--- config.mk ---
export PLATFORM = sky130hd
export DESIGN_NAME = mem_ctrl
export DESIGN_NICKNAME = d
export VERILOG_FILES = /design/src/rtl/mem_ctrl.sv
export SDC_FILE = /design/constraint.sdc
export NUM_CORES = 1
export LEC_CHECK = 0
export ABC_AREA = 1
export BUFFER_PORTS_ARGS = -buffer_cell sky130_fd_sc_hd__buf_2
export CORE_MARGIN = 8
export CORE_UTILIZATION = 44
export CTS_CLUSTER_DIAMETER = 200
export DETAILED_ROUTE_END_ITERATION = 12
export PLACE_DENSITY = 0.77
export SYNTH_ARGS = -nofsm -noshare
export SYNTH_HDL_FRONTEND = slang
export SYNTH_SLANG_ARGS = --single-unit
export TNS_END_PERCENT = 100
--- constraint.sdc ---
create_clock -name clk -period 2.8 [get_ports clk]
set_clock_uncertainty 0.15 [all_clocks]
set_input_delay 0 -clock clk [delete_from_list [all_inputs] [get_ports clk]]
set_output_delay 0 -clock clk [all_outputs]
set_load 0.05 [all_outputs]
--- src/rtl/mem_ctrl.sv ---
// mem_ctrl: serialises MEM-stage data accesses (word read, byte/half/word
// write) and instruction fetches onto a byte-wide external RAM whose read data
// arrives one cycle after the address.
// Optional feature macro: MEMCTRL_DABORT_EN. When defined, a data request
// seen while a fetch is running aborts the fetch and is accepted at once.
//
// Handshake: ram_r_enable / ram_w_enable / if_req are level requests. They are
// sampled only in IDLE (data requests also in FETCH when MEMCTRL_DABORT_EN is
// defined); the request fields are latched at the accepting edge and ignored
// afterwards. Completion is a one-cycle ram_done / if_done pulse with the read
// data valid in that same cycle; the requester drops its request on seeing it.
// The FSM state and byte counter live together in the fsm struct.
module mem_ctrl #(
  parameter int ADDR_W = 32
) (
  input  logic              clk,
  input  logic              rst,
  input  logic              ram_r_enable,
  input  logic              ram_w_enable,
  input  logic [31:0]       ram_addr,
  input  logic [31:0]       ram_w_data,
  input  logic [1:0]        ram_mask,
  output logic              ram_busy,
  output logic              ram_done,
  output logic [31:0]       ram_r_data,
  input  logic              if_req,
  input  logic [31:0]       if_addr,
  output logic              if_done,
  output logic [31:0]       if_data,
  input  logic [7:0]        mem_din,
  output logic [7:0]        mem_dout,
  output logic [ADDR_W-1:0] mem_a,
  output logic              mem_wr
);

  typedef enum logic [2:0] {
    IDLE   = 3'd0,
    DREAD  = 3'd1,
    DWRITE = 3'd2,
    FETCH  = 3'd3,
    DDONE  = 3'd4,
    FDONE  = 3'd5
  } state_t;

  // cnt counts edges since acceptance (1 right after the accepting edge)
  typedef struct packed {
    state_t     state;
    logic [2:0] cnt;
  } fsm_t;

  fsm_t              fsm;
  logic [ADDR_W-1:0] addr_q;
  logic [31:0]       wdata_q;
  logic [2:0]        nbytes_q;
  logic [23:0]       rbuf;
  logic [2:0]        w_nbytes;
  logic              take_data;

  // Decode the write size from the mask: 0, 1, 2 or 4 bytes
  always_comb begin
    w_nbytes = 3'd0;
    case (ram_mask)
      2'b01:   w_nbytes = 3'd1;
      2'b10:   w_nbytes = 3'd2;
      2'b11:   w_nbytes = 3'd4;
      default: w_nbytes = 3'd0;
    endcase
  end

  // A data request is taken in IDLE, and optionally by aborting a fetch
  always_comb begin
    take_data = 1'b0;
    if (fsm.state == IDLE) begin
      take_data = ram_w_enable | ram_r_enable;
    end
`ifdef MEMCTRL_DABORT_EN
    else if (fsm.state == FETCH) begin
      take_data = ram_w_enable | ram_r_enable;
    end
`endif
  end

  // Main FSM: arbitration, byte serialisation and registered outputs
  always_ff @(posedge clk or negedge rst) begin
    if (!rst) begin
      fsm        <= '{state: IDLE, cnt: 3'd0};
      addr_q     <= '0;
      wdata_q    <= '0;
      nbytes_q   <= '0;
      rbuf       <= '0;
      ram_busy   <= 1'b0;
      ram_done   <= 1'b0;
      ram_r_data <= '0;
      if_done    <= 1'b0;
      if_data    <= '0;
      mem_dout   <= '0;
      mem_a      <= '0;
      mem_wr     <= 1'b0;
    end else begin
      ram_done <= 1'b0;
      if_done  <= 1'b0;
      mem_wr   <= 1'b0;
      if (take_data) begin
        // Write beats read; any partial fetch is simply dropped
        addr_q   <= ram_addr[ADDR_W-1:0];
        fsm.cnt  <= 3'd1;
        ram_busy <= 1'b1;
        if (ram_w_enable) begin
          fsm.state <= DWRITE;
          wdata_q   <= ram_w_data;
          nbytes_q  <= w_nbytes;
          if (w_nbytes != 3'd0) begin
            mem_wr   <= 1'b1;
            mem_a    <= ram_addr[ADDR_W-1:0];
            mem_dout <= ram_w_data[7:0];
          end
        end else begin
          fsm.state <= DREAD;
          mem_a     <= ram_addr[ADDR_W-1:0];
        end
      end else begin
        case (fsm.state)
          IDLE: begin
            if (if_req) begin
              fsm.state <= FETCH;
              fsm.cnt   <= 3'd1;
              addr_q    <= if_addr[ADDR_W-1:0];
              mem_a     <= if_addr[ADDR_W-1:0];
            end
          end
          DREAD, FETCH: begin
            // Address i goes out after edge i; its byte lands two edges later
            if (fsm.cnt <= 3'd3) begin
              mem_a <= addr_q + ADDR_W'(fsm.cnt);
            end
            case (fsm.cnt)
              3'd2:    rbuf[7:0]   <= mem_din;
              3'd3:    rbuf[15:8]  <= mem_din;
              3'd4:    rbuf[23:16] <= mem_din;
              default: ;
            endcase
            if (fsm.cnt == 3'd5) begin
              if (fsm.state == DREAD) begin
                fsm.state  <= DDONE;
                ram_r_data <= {mem_din, rbuf};
                ram_done   <= 1'b1;
                ram_busy   <= 1'b0;
              end else begin
                fsm.state <= FDONE;
                if_data   <= {mem_din, rbuf};
                if_done   <= 1'b1;
              end
            end
            fsm.cnt <= fsm.cnt + 3'd1;
          end
          DWRITE: begin
            if (fsm.cnt >= nbytes_q) begin
              fsm.state <= DDONE;
              ram_done  <= 1'b1;
              ram_busy  <= 1'b0;
            end else begin
              mem_wr   <= 1'b1;
              mem_a    <= addr_q + ADDR_W'(fsm.cnt);
              mem_dout <= wdata_q[{fsm.cnt[1:0], 3'b000} +: 8];
              fsm.cnt  <= fsm.cnt + 3'd1;
            end
          end
          DDONE, FDONE: begin
            fsm.state <= IDLE;
            fsm.cnt   <= 3'd0;
          end
          default: begin
            fsm.state <= IDLE;
            fsm.cnt   <= 3'd0;
          end
        endcase
      end
    end
  end

endmodule

## Yosys cells after proc, flatten, opt, wreduce, memory -nomap -nowiden

Cells that the tools add are included.

| operators by class | value |
|---|---|
| multiply operators | 0 |
| div/mod/pow operators | 0 |
| magnitude comparators | 2 |
| shift operators | 1 |
| equality and inequality tests | 20 |
| reductions and logical operators | 20 |
| bitwise logic cells | 3 |
| add/subtract/negate cells | 2 |
| muxes and demuxes | 43 |

Operators with widths:

| operator | number |
|---|---|
| $mux 32 | 8 |
| $pmux 32 s3 | 1 |
| $mux 8 | 5 |
| $add 32x3->32 | 1 |
| $shiftx 32x6->8 | 1 |
| $mux 1 | 19 |
| $ne 3x3->1 const B | 6 |
| $pmux 6 s3 | 1 |
| $reduce_and 4->1 | 4 |
| $eq 3x2->1 const B | 4 |
| $mux 6 | 2 |
| $reduce_and 3->1 | 4 |
| $mux 3 | 3 |
| $pmux 3 s3 | 1 |
| $eq 3x3->1 const B | 2 |
| $reduce_and 2->1 | 3 |
| $reduce_bool 2->1 | 3 |
| $reduce_bool 3->1 | 2 |
| $reduce_and 5->1 | 1 |
| $eq 2x2->1 const B | 2 |
| $ne 2x2->1 const B | 2 |
| $pmux 1 s2 | 2 |
| $reduce_bool 4->1 | 1 |
| $add 3x1->3 const B | 1 |
| other kinds (11) | 12 |

| word-level totals | value |
|---|---|
| bits in writable memories | 0 |
| output and inout bits | 108 |
| bits in registers | 205 |
| memories kept | 0 |
| word-level logic and storage cells | 107 |
| input bits | 111 |
| ROM bits | 0 |
| bits in latches | 0 |

## Logic depth before layout (Yosys ltp)

Gate-level depths: netlist (run 1).

| depth | value |
|---|---|
| depth in word-level cells | 6 |
| gate-level depth with buffers | 14 |

## Worst setup path after synthesis (run 1)

OpenSTA, ideal clock, no wires.

| timing path | value |
|---|---|
| path type | register to register |
| from | reg fsm[0] (netlist bit) |
| to | reg mem_a[13] |
| stages on the path, launching flop included | 13 |
| required time | 2.527 ns |
| setup slack | 0.469 ns |
| data arrival time | 2.058 ns |
| path through | dfrtp_1 -> inv_1 -> clkbuf_1 -> ha_1 -> nand3_1 -> nand3_1 -> nand2_1 -> and2_1 -> buf_6 -> nand2_8 -> buf_6 -> a21oi_1 -> a21oi_2 |

| between the ends | value |
|---|---|
| longest elaborated chain between the ends | 4 |
| elaborated cells on any way between the ends | 10 |
| those cells by class | 1 x add/sub; 2 x order compare; 2 x eq/ne; 4 x mux; 1 x reduce/logical |

RTL lines:

| element | line | text |
|---|---|---|
| start, declared | 51 | `fsm_t fsm;` |
| start signal, assigned | 86 | `fsm <= '{state: IDLE, cnt: 3'd0};` |
| $add 32x3->32 | 134, 163 |  |
| $mux 32 (on tied branches) | 157, 133 |  |
| $pmux 32 s3 | 122 | `case (fsm.state)` |
| $mux 32 | 103 | `if (take_data) begin` |
| end signal, assigned | 128 | `mem_a <= if_addr[ADDR_W-1:0];` |
| end signal, assigned | 134 | `mem_a <= addr_q + ADDR_W'(fsm.cnt);` |
| end signal, assigned | 163 | `mem_a <= addr_q + ADDR_W'(fsm.cnt);` |
| end, declared | 32 | `output logic [ADDR_W-1:0] mem_a,` |

Parallel ways exist; a longest one is shown, timed or not. The select of a mux whose other input is x is not followed.
A chain may end at the register's enable or synchronous reset.

## Worst setup path in the final report (run 1)

| timing path | value |
|---|---|
| from | reg fsm[4] (netlist bit) |
| to | reg mem_a[25] |

| between the ends | value |
|---|---|
| longest elaborated chain between the ends | 4 |
| elaborated cells on any way between the ends | 14 |
| those cells by class | 7 x eq/ne; 3 x mux; 4 x reduce/logical |

RTL lines:

| element | line | text |
|---|---|---|
| $eq 3x1->1, or another cell as far along | 122 |  |
| $reduce_or 2->1 / $mux 1 (equally long branches) | 122, 73 |  |
| $ne 3x3->1 (no line), or another cell as far along | n/a |  |
| $reduce_and 5->1 (no line) / $mux 32 (equally long branches) | n/a |  |
| end signal, assigned | 119 | `mem_a <= ram_addr[ADDR_W-1:0];` |
| end signal, assigned | 128 |  |
| end signal, assigned | 134 |  |

Parallel ways exist; a longest one is shown, timed or not.

==> impl_metrics.json, run 1 <==
{
  "finalSetupViolCount": 0,
  "antenna_found_initial": 1,
  "clock-sinks": 205,
  "synth_nets": 1394,
  "num-fill-cells": 1902,
  "worstSetupPathType": "register to register",
  "synth_area_sq_mm": 0.0101,
  "yosys_warnings": 0,
  "finalSetupTns_ns": 0,
  "fin_crit_ns": 2.62,
  "cts_buffers": 22,
  "start_util_pct": 44.8,
  "cts-root-buf": "clkbuf_16",
  "vias": 9925,
  "slew_headroom_pct": 38.2,
  "areaGrowthSynthToFinish_pct": 36.8,
  "power.total_w": 0.0180,
  "htreeDepth": 1,
  "ir_drop_v": 0.000897,
  "cts_buffer_depth": 3,
  "gp_congestion": 0.940,
  "outcome": "complete, no violations",
  "grt_overflow": 0,
  "rsz0062_at_grt": "false",
  "core_area_sq_mm": 0.0226,
  "grt_pass1_vias": 10251,
  "hpwl_um": 20700,
  "post_cts_buffers": 0,
  "die_w_um": 168,
  "ios": 219,
  "viasPerCell": 5.12,
  "ys_ff_latch": 205,
  "row_count": 55,
  "hold_viol": 0,
  "die-area_sq_mm": 0.0281,
  "ys_types": 39,
  "clkTransAtPathRegs_ns": 0.06,
  "grt_start_max_net_pins": 79,
  "grt_pass1_wl_um": 52200,
  "maxSlewViolCount": 0,
  "hold_class": "input pin to register",
  "drtPass1Iterations": 6,
  "synthCells": 1271,
  "routedWlPerCell_um": 16.3,
  "fin_crit_sh_pct": 93.6,
  "drt_iter0_markers": 848,
  "critPathLaunchType": "register",
  "cp_data_arrival_time_ns": 2.91,
  "nNetsFinal": 1759,
  "drcViolationCount": 0,
  "static-leakage-power_nw": 7.00,
  "finalWirelength_um": 31600,
  "syn_area_per_cell_sq_um": 7.97,
  "io_buffers": 218,
  "p_per_area_mw_per_mm2": 1300,
  "ys_seq_area_share_pct": 50.6,
  "final_antenna_net_count": 0,
  "cp-end-kind": "register",
  "maxCapViolations": 0,
  "cts_tree": "done",
  "die_y_um": 168,
  "worst_slew_pin_slew_ns": 0.925,
  "fmax_mhz": 382,
  "worstPathMaxFanout": 61,
  "drive_gt1_share_pct": 20.7,
  "crit_required_ns": 3.09,
  "clkLatencyLatePin_ns": 0.51,
  "grt_usage_pct": 22.4
}
[per-layer routing]
metal / part of all wire [%] / track usage, % / vias to the layer above
li1: - / - / 4781
met1: 45 / 30.1 / 4654
met2: 45 / 35.7 / 419
met3: 7.2 / 4.61 / 71
met4: 2.7 / 7.34 / 0
met5: 0 / 0 / -
[report_power, final]
part / internal (W) / switching [W] / total [W]
registers: 0.00432 / 0.000981 / 0.00530
clock network: 0.00177 / 0.00122 / 0.00299
logic: 0.00319 / 0.00652 / 0.00971
total: 0.00928 / 0.00873 / 0.0180
[area by class of cell]
cell class	count	area (sq um)	share of cell area, %
multi-input combinational	898	4280	30.9
timing repair buffer	397	2920	21.0
antenna	1	2.50	0.0181
tap	285	357	2.57
clock inverter	9	109	0.785
inverter	112	430	3.11
sequential	205	5130	37.0
clock buffer	31	634	4.58
[stage by stage]
step	hold slack, ns	cell area [sq um]	utilization, %	worst slack (ns)	cells
2_1_floorplan	-0.446	10100	-	0.469	1271
3_3_place_gp	-0.0654	11400	50.5	0.366	1731
3_5_place_dp	-0.0609	11400	50.5	0.236	1731
4_1_cts	0.0935	13900	61.2	0.0691	1938
5_1_grt	0.134	13900	61.2	0.00491	1938
6_report	0.106	13900	61.2	0.179	1938
[timing repair]
item                       in CTS  in global routing
hold buffers                  167                  0
resized for setup               0                  3
setup endpoints to repair       0                  6
hold endpoints to repair      355                  0
[cell usage in the layout, fill, tap and decap left out, types with 7 or more instances in the layout]
master	netlist	routed
clkbuf_8	0	7
nor2_2	26	27
inv_1	105	105
buf_2	13	217
xnor2_1	8	8
clkbuf_16	0	22
nand3_1	37	36
nor2_1	121	120
a31oi_1	25	25
ha_1	11	11
nand2_1	426	425
a21oi_2	26	25
buf_4	0	8
a21oi_1	14	14
o21ai_1	7	7
o211ai_1	12	12
o21ai_0	145	145
dlygate4sd3_1	0	166
o21a_1	8	8
nand3b_1	8	8
dfrtp_1	205	205
[state kept, by name (all words and copies together) (netlist names)]
register,cells
mem_wr,1
mem_dout,8
rbuf,24
mem_a,32
fsm,6
addr_q,32
ram_r_data,32
ram_done,1
if_data,32
wdata_q,32
nbytes_q,3
if_done,1
ram_busy,1
[cells in the mapped netlist]
| cell type | number | area share, % |
|---|---|---|
| a31oi_1 | 25 | 1.5 |
| nand2_8 | 1 | 0.20 |
| o211ai_1 | 12 | 0.89 |
| buf_1 | 2 | 0.074 |
| nand2_1 | 426 | 16 |
| dfrtp_1 | 205 | 51 |
| inv_1 | 105 | 3.9 |
| o21ai_2 | 1 | 0.086 |
| buf_12 | 2 | 0.40 |
| buf_8 | 1 | 0.15 |
| o21ai_1 | 7 | 0.35 |
| nor3_1 | 3 | 0.15 |
| inv_4 | 1 | 0.062 |
| xnor2_1 | 8 | 0.69 |
| o31ai_1 | 1 | 0.074 |
| inv_2 | 5 | 0.19 |
| nor2_4 | 4 | 0.44 |
| a21oi_1 | 14 | 0.69 |
| buf_2 | 13 | 0.64 |
| xor2_1 | 3 | 0.26 |
| nand3_2 | 3 | 0.30 |
| a21oi_2 | 26 | 2.2 |
| inv_8 | 1 | 0.11 |
| fa_1 | 1 | 0.20 |
| nand4_1 | 1 | 0.062 |
| buf_6 | 5 | 0.56 |
| nand3b_1 | 8 | 0.59 |
| nor2_1 | 121 | 4.5 |
| nor2_2 | 26 | 1.6 |
| clkbuf_1 | 33 | 1.2 |
| ha_1 | 11 | 1.4 |
| o21ai_0 | 145 | 7.2 |
| or2_2 | 1 | 0.062 |
| nand2_4 | 2 | 0.22 |
| o21a_1 | 8 | 0.59 |
| nand3_1 | 37 | 1.8 |
| o311ai_0 | 1 | 0.086 |
| and2_1 | 1 | 0.062 |
| a31o_2 | 1 | 0.086 |
[logic make-up (layout without fill, tap and decap cells)]
logic type / count (synthesis) / count (layout) / synth area share, %
AOI/OAI and AO/OA: 241 / 241 / 13.8
adders and majority gates: 12 / 12 / 1.56
other: 0 / 1 / 0
and+or+nand+nor: 634 / 634 / 25.8
xor gates and xnor gates: 11 / 11 / 0.951
DFF: 205 / 205 / 50.6
buffers and inverters: 168 / 549 / 7.28
[critical path, cell delays in order (launching register included)]
cell	delay [ns]
dfrtp_1	0.45
nor2_4	0.17
nand2_4	0.11
nor2_4	0.12
clkbuf_8	0.40
nand2_1	0.08
o21ai_0	0.09
dlygate4sd3_1	0.60
inv_1	0.05
nor2_1	0.08
nor2_1	0.06
a21oi_2	0.16
[path summary, 6_finish.rpt]
| check | depth (start not counted) | to | slack [ns] | from |
|---|---|---|---|---|
| worst max-delay path | 11 | mem_a[25] | 0.18 | fsm[4] |
| max in group asynchronous | 4 | mem_wr | 1.20 | rst |
| worst min register to register | 2 | if_data[5] | 0.33 | if_data[5] |
| min in group asynchronous | 3 | mem_a[21] | 0.48 | rst |
| worst min-delay path | 4 | wdata_q[2] | 0.11 | ram_w_data[2] |
| worst max register to register | 11 | mem_a[25] | 0.18 | fsm[4] |
No activity file was read; power rests on OpenSTA's default activity.
==> run 2, diff against run 1 <==
--- a/config.mk
+++ b/config.mk
@@ -9,6 +9,7 @@
 export BUFFER_PORTS_ARGS = -buffer_cell sky130_fd_sc_hd__buf_2
 export CORE_MARGIN = 8
 export CORE_UTILIZATION = 44
+export CTS_BUF_LIST = sky130_fd_sc_hd__clkbuf_4 sky130_fd_sc_hd__clkbuf_8
 export CTS_CLUSTER_DIAMETER = 200
 export DETAILED_ROUTE_END_ITERATION = 12
 export PLACE_DENSITY = 0.77
==> constraint.sdc (replaced) <==
create_clock -name clk -period 2.8 [get_ports clk]
set_clock_uncertainty 0.15 [all_clocks]
set_input_delay 0.42 -clock clk [delete_from_list [all_inputs] [get_ports clk]]
set_output_delay 0.42 -clock clk [all_outputs]
set_load 0.05 [all_outputs]
==> run 2 against run 1 <==
Effect of this change: core utilization is 5.8 points lower; wire length is 7.2% lower; largest power group unchanged; sequential power hardly changed; hold slack worse by 0.085 ns.
==> impl_metrics.json, run 2 (synthesized netlist as in run 1, its figures left out) <==
{
  "min-delay-start": "ram_addr[6]",
  "final_antenna_net_count": 0,
  "die-area_sq_mm": 0.0281,
  "rr_worst_depth": 9,
  "row_count": 55,
  "hold_class": "input pin to register",
  "grt_usage_pct": 20.6,
  "fin_crit_sh_pct": 90.3,
  "critPathLaunchType": "register",
  "place_area_sq_mm": 0.0115,
  "drcViolationCount": 0,
  "drive_gt1_share_pct": 23.9,
  "cpMaxStageDelayCell": "dfrtp_1",
  "htreeDepth": 2,
  "vias": 9363,
  "final_core_util_pct": 55.4,
  "gp_congestion": 0.910,
  "antenna_found_initial": 0,
  "clock-sinks": 205,
  "drt_iter0_markers": 798,
  "power.total_w": 0.0168,
  "cts-root-buf": "clkbuf_8",
  "rsz0062_at_grt": "false",
  "reg2reg_slack_ns": 0.27,
  "final_cell_mix": "nand2_1 (426), buf_2 (217), dfrtp_1 (204)",
  "static-leakage-power_nw": 6.48,
  "cp.buffers_inverters": 1,
  "hpwl_um": 20900,
  "cts_buffers": 35,
  "cp_cell_sequence": "ha_1 -> a21oi_1 -> nand3_1 -> nand2_1 -> and2_1 -> nand2_8 -> inv_8 -> nor2_1 -> a21oi_1",
  "hold_depth": 3,
  "grt_overflow": 0,
  "clkLatencyLatePin_ns": 0.52,
  "drtPass1Iterations": 5,
  "worstPathMaxFanout": 34,
  "die_w_um": 168,
  "ir_drop_v": 0.000803,
  "worst_slew_pin_slew_ns": 0.916,
  "fin_crit_ns": 2.53,
  "crit_required_ns": 3.10,
  "finalSetupTns_ns": 0,
  "num-fill-cells": 2066,
  "finalWirelength_um": 29300,
  "reg2reg_from": "fsm[2]",
  "start_util_pct": 44.8,
  "cts_tree": "done",
  "maxSlewViolCount": 0,
  "cts_buffer_depth": 3,
  "reg2reg_to": "mem_a[31]",
  "die_y_um": 168,
  "nNetsFinal": 1649,
  "core_area_sq_mm": 0.0226,
  "p_per_area_mw_per_mm2": 1340,
  "grt_pass1_vias": 9183,
  "grt_pass1_wl_um": 47700,
  "io_buffers": 218,
  "cp_data_arrival_time_ns": 2.83,
  "final_common_cell": "nand2_1",
  "maxCapViolations": 0,
  "holdPathEnd": "addr_q[6]",
  "viasPerCell": 5.11,
  "slew_headroom_pct": 38.9,
  "routedWlPerCell_um": 16.0,
  "hold-worst-slack_ns": 0.0208,
  "finalSetupViolCount": 0,
  "clkTransAtPathRegs_ns": 0.06,
  "stdcell_area_sq_mm": 0.0126,
  "ios": 219,
  "fmax_mhz": 395,
  "critPathMostFrequentCell": "a21oi_1",
  "outcome": "complete, no violations",
  "hold_viol": 0,
  "cp-end-kind": "register",
  "crit_family": "simple AND/OR/NAND/NOR gates",
  "slowest_delay_ns": 0.43,
  "worstSetupPathType": "register to register",
  "grt_start_max_net_pins": 69,
  "diodes": 0,
  "multi_input_area_sq_mm": 0.00428,
  "seq_area_sq_mm": 0.00513,
  "areaGrowthSynthToFinish_pct": 23.9
}
==> run 2: layout make-up <==
type / instances / share of cell area (%)
clock buffers: 51 / 4.94
clock inverters: 6 / 0.558
inverters: 112 / 3.43
multi-input cells: 898 / 34.1
flip-flops and latches: 205 / 40.9
well taps: 285 / 2.84
repair buffers: 274 / 13.2
==> run 2: how the worst max path moves through the flow <==
stage / cells after the start / endpoint / start / slack (ns)
final: 9 / mem_a[31] / fsm[2] / 0.27
after global placement: 9 / mem_a[31] / fsm[1] / 0.32
after CTS: 9 / mem_a[31] / fsm[1] / 0.21
after detailed placement: 9 / mem_a[31] / fsm[1] / 0.24
after global routing: 9 / mem_a[31] / fsm[1] / 0.07
after floorplan: 12 / mem_a[13] / fsm[0] / 0.47
==> run 2: what timing repair did <==
action | 4_1_cts | 5_1_grt
gates resized for setup | 0 | 1
buffers inserted | 0 | 0
endpoints found under the hold margin | 93 | 0
hold buffers | 37 | 0
setup endpoints to repair | 0 | 20
==> run 2: report_power, final <==
part	leakage (nW)	internal [W]	total (W)	switching (W)
sequential	2.48	0.00432	0.00532	0.000995
clock	0.367	0.00152	0.00273	0.00121
combinational	3.63	0.00250	0.00874	0.00625
total	6.48	0.00834	0.0168	0.00845
==> run 2: metal layers <==
metal	vias to the layer above	track usage, %	wire (um)
met1	4367	28.6	13600
met2	379	31.7	12900
met4	0	6.41	688
met3	54	4.28	2130
li1	4563	-	-
met5	-	0	0
==> run 2: metrics by stage <==
stage / worst slack (ns) / std cells
2_1_floorplan: 0.469 / 1271
3_3_place_gp: 0.321 / 1737
3_5_place_dp: 0.240 / 1737
4_1_cts: 0.215 / 1831
5_1_grt: 0.0729 / 1831
6_report: 0.271 / 1831
==> run 2: worst reg2reg max path: cells and delay by family, from the launching register on <==
kind            cells  cell delay (ns)
compound gates      2             0.26
fa+ha+maj           1             0.35
buf+inv             1             0.31
flops               1             0.43
simple gates        5             0.97
==> run 3, diff against run 2 <==
--- a/config.mk
+++ b/config.mk
@@ -6,13 +6,15 @@
 export NUM_CORES = 1
 export LEC_CHECK = 0
 export ABC_AREA = 1
-export BUFFER_PORTS_ARGS = -buffer_cell sky130_fd_sc_hd__buf_2
+export CORE_ASPECT_RATIO = 0.9
 export CORE_MARGIN = 8
 export CORE_UTILIZATION = 44
 export CTS_BUF_LIST = sky130_fd_sc_hd__clkbuf_4 sky130_fd_sc_hd__clkbuf_8
 export CTS_CLUSTER_DIAMETER = 200
 export DETAILED_ROUTE_END_ITERATION = 12
-export PLACE_DENSITY = 0.77
+export DONT_BUFFER_PORTS = 1
+export GPL_TIMING_DRIVEN = 0
+export PLACE_DENSITY = 0.69
 export SYNTH_ARGS = -nofsm -noshare
 export SYNTH_HDL_FRONTEND = slang
 export SYNTH_SLANG_ARGS = --single-unit
==> run 3 against run 2 <==
Effect of this change: the flow now finishes with violations (negative hold slack); fmax decreased by 3.0%; sequential cell count unchanged; critical path depth decreased by 3; register-to-register slack got worse by 0.08 ns; cell area decreased by 1.7%; first-iteration DRC count decreased by 7.0%; count of clock-buffer cells in the layout increased by 4.
==> impl_metrics.json, run 3 (synthesized netlist as in run 1, its figures left out) <==
{
  "reg2reg_slack_ns": 0.19,
  "core_area_sq_mm": 0.0226,
  "reg2reg_from": "fsm[3]",
  "hold_viol": 205,
  "final_antenna_net_count": 0,
  "rr_worst_depth": 6,
  "worst_slew_pin_slew_ns": 0.654,
  "clkTransAtPathRegs_ns": 0.06,
  "finalSetupViolCount": 0,
  "static-leakage-power_nw": 5.93,
  "power.total_w": 0.0173,
  "drtPass1Iterations": 5,
  "clkPwrFrac_pct": 18.5,
  "slew_headroom_pct": 56.4,
  "switching_share_pct": 50.2,
  "htreeDepth": 2,
  "rsz0062_at_grt": "false",
  "hpwl_um": 22800,
  "grt_pass1_wl_um": 51500,
  "cts-root-buf": "clkbuf_8",
  "die_w_um": 176,
  "crit_required_ns": 3.06,
  "p_per_area_mw_per_mm2": 1400,
  "intPower_w": 0.00859,
  "vias": 9144,
  "fin_crit_ns": 2.61,
  "stdcell_area_sq_mm": 0.0123,
  "reg2reg_to": "addr_q[18]",
  "grt_usage_pct": 22.7,
  "drt_iter0_markers": 742,
  "ios": 219,
  "fin_crit_sh_pct": 93.2,
  "violations": "negative hold slack",
  "die_y_um": 160,
  "setup_slack_ns": 0.191,
  "p_sw_w": 0.00867,
  "final_common_cell": "nand2_1",
  "io_buffers": 0,
  "maxCapViolations": 0,
  "outcome": "finished with violations",
  "pre_cts_slack_ns": -0.136,
  "routedWlPerCell_um": 18.6,
  "worstSetupPathType": "register to register",
  "worstPathMaxFanout": 10,
  "cp_data_arrival_time_ns": 2.86,
  "clock-sinks": 205,
  "hold-worst-slack_ns": -0.571,
  "cts_tree": "done",
  "grt_pass1_vias": 9405,
  "post_cts_buffers": 0,
  "final_cell_mix": "nand2_1 (426), dfrtp_1 (203), o21ai_0 (145)",
  "ir_drop_v": 0.000895,
  "maxSlewViolCount": 0,
  "nNetsFinal": 1528,
  "finalSetupTns_ns": 0,
  "hold_class": "input pin to async pin",
  "areaGrowthSynthToFinish_pct": 21.8,
  "antenna_found_initial": 6,
  "place_area_sq_mm": 0.0105,
  "fmax_mhz": 383,
  "power_frac_seq_pct": 44.5,
  "critPathLaunchType": "register",
  "clkLatencyLatePin_ns": 0.53,
  "cts_buffer_depth": 3,
  "grt_overflow": 0,
  "start_util_pct": 44.9,
  "grt_start_max_net_pins": 206,
  "cp-end-kind": "register",
  "die-area_sq_mm": 0.0281,
  "drcViolationCount": 0,
  "row_count": 52,
  "viasPerCell": 5.27,
  "gp_congestion": 0.926,
  "cts_buffers": 36,
  "ctsHoldBuffers": 97,
  "finalWirelength_um": 32200,
  "pwr-share-comb_pct": 37.0,
  "drive_gt1_share_pct": 11.4
}
## run 3: cell count changes in the layout (fill, tap and decap cells not counted), moves of 3 or more
cell           change
buf_2            -204
clkbuf_8           +6
dlygate4sd3_1     +60
diode_2            +7
buf_4             -15
buf_6              +5
clkbuf_4           -3
clkbuf_1          +30
## run 3: critical path: stages (launching register included)
cell and delay, ns:
dfrtp_1 0.43, nor2_4 0.18, nand2_4 0.11, a21oi_4 0.37, clkbuf_1 0.51, a31oi_1 0.16, dlygate4sd3_1 0.59
## run 3: cell type report
class	instances	area (sq um)
timing repair buffer	97	971
clock inverter	10	140
clock buffer	55	694
buffer	55	307
fill	2035	10200
multi-input combinational	898	4280
tap	297	372
sequential	205	5130
inverter	112	430
antenna	7	17.5
## run 3: worst max path at each step
| stage | startpoint | to | slack [ns] | cells after the start |
|---|---|---|---|---|
| CTS | fsm[0] | mem_a[18] | 0.02 | 11 |
| global placement | fsm[0] | mem_a[13] | -0.04 | 12 |
| floorplan | fsm[0] | mem_a[13] | 0.47 | 12 |
| detailed placement | fsm[1] | ram_r_data[12] | -0.14 | 10 |
| finish | fsm[3] | addr_q[18] | 0.19 | 6 |
| global route | fsm[1] | ram_r_data[23] | 0.01 | 10 |
## run 3: what timing repair did
action	in CTS	in global routing
hold endpoints to repair	289	205
setup endpoints to repair	61	78
cloned	0	0
gates resized for setup	1	6
## run 3: layer usage
| metal | wire [um] | GRT usage, % | vias up | share of wire [%] |
|---|---|---|---|---|
| met5 | 0 | 0 | - | 0 |
| met4 | 990 | 8.43 | 0 | 3.1 |
| met3 | 3110 | 7.36 | 81 | 9.6 |
| met1 | 13800 | 29.4 | 4349 | 43 |
| li1 | - | - | 4343 | - |
| met2 | 14400 | 35.0 | 371 | 45 |
## run 3: power by group through the flow
| stage | registers [W] | logic [W] | clock network (W) |
|---|---|---|---|
| floorplan | 0.00731 | 0.00459 | 0 |
| global placement | 0.00771 | 0.00579 | 0 |
| detailed placement | 0.00773 | 0.00593 | 0 |
| CTS | 0.00768 | 0.00630 | 0.00325 |
| global route | 0.00787 | 0.00720 | 0.00339 |
| finish | 0.00768 | 0.00638 | 0.00319 |
## run 3: through the flow
step	cells	utilization (%)	hold WS [ns]
after global routing	1736	54.7	-0.608
final	1736	54.7	-0.571
after CTS	1729	54.5	-0.602
after floorplan	1271	-	-0.0256
after global placement	1568	46.5	-0.0200
after detailed placement	1568	46.5	-0.0198
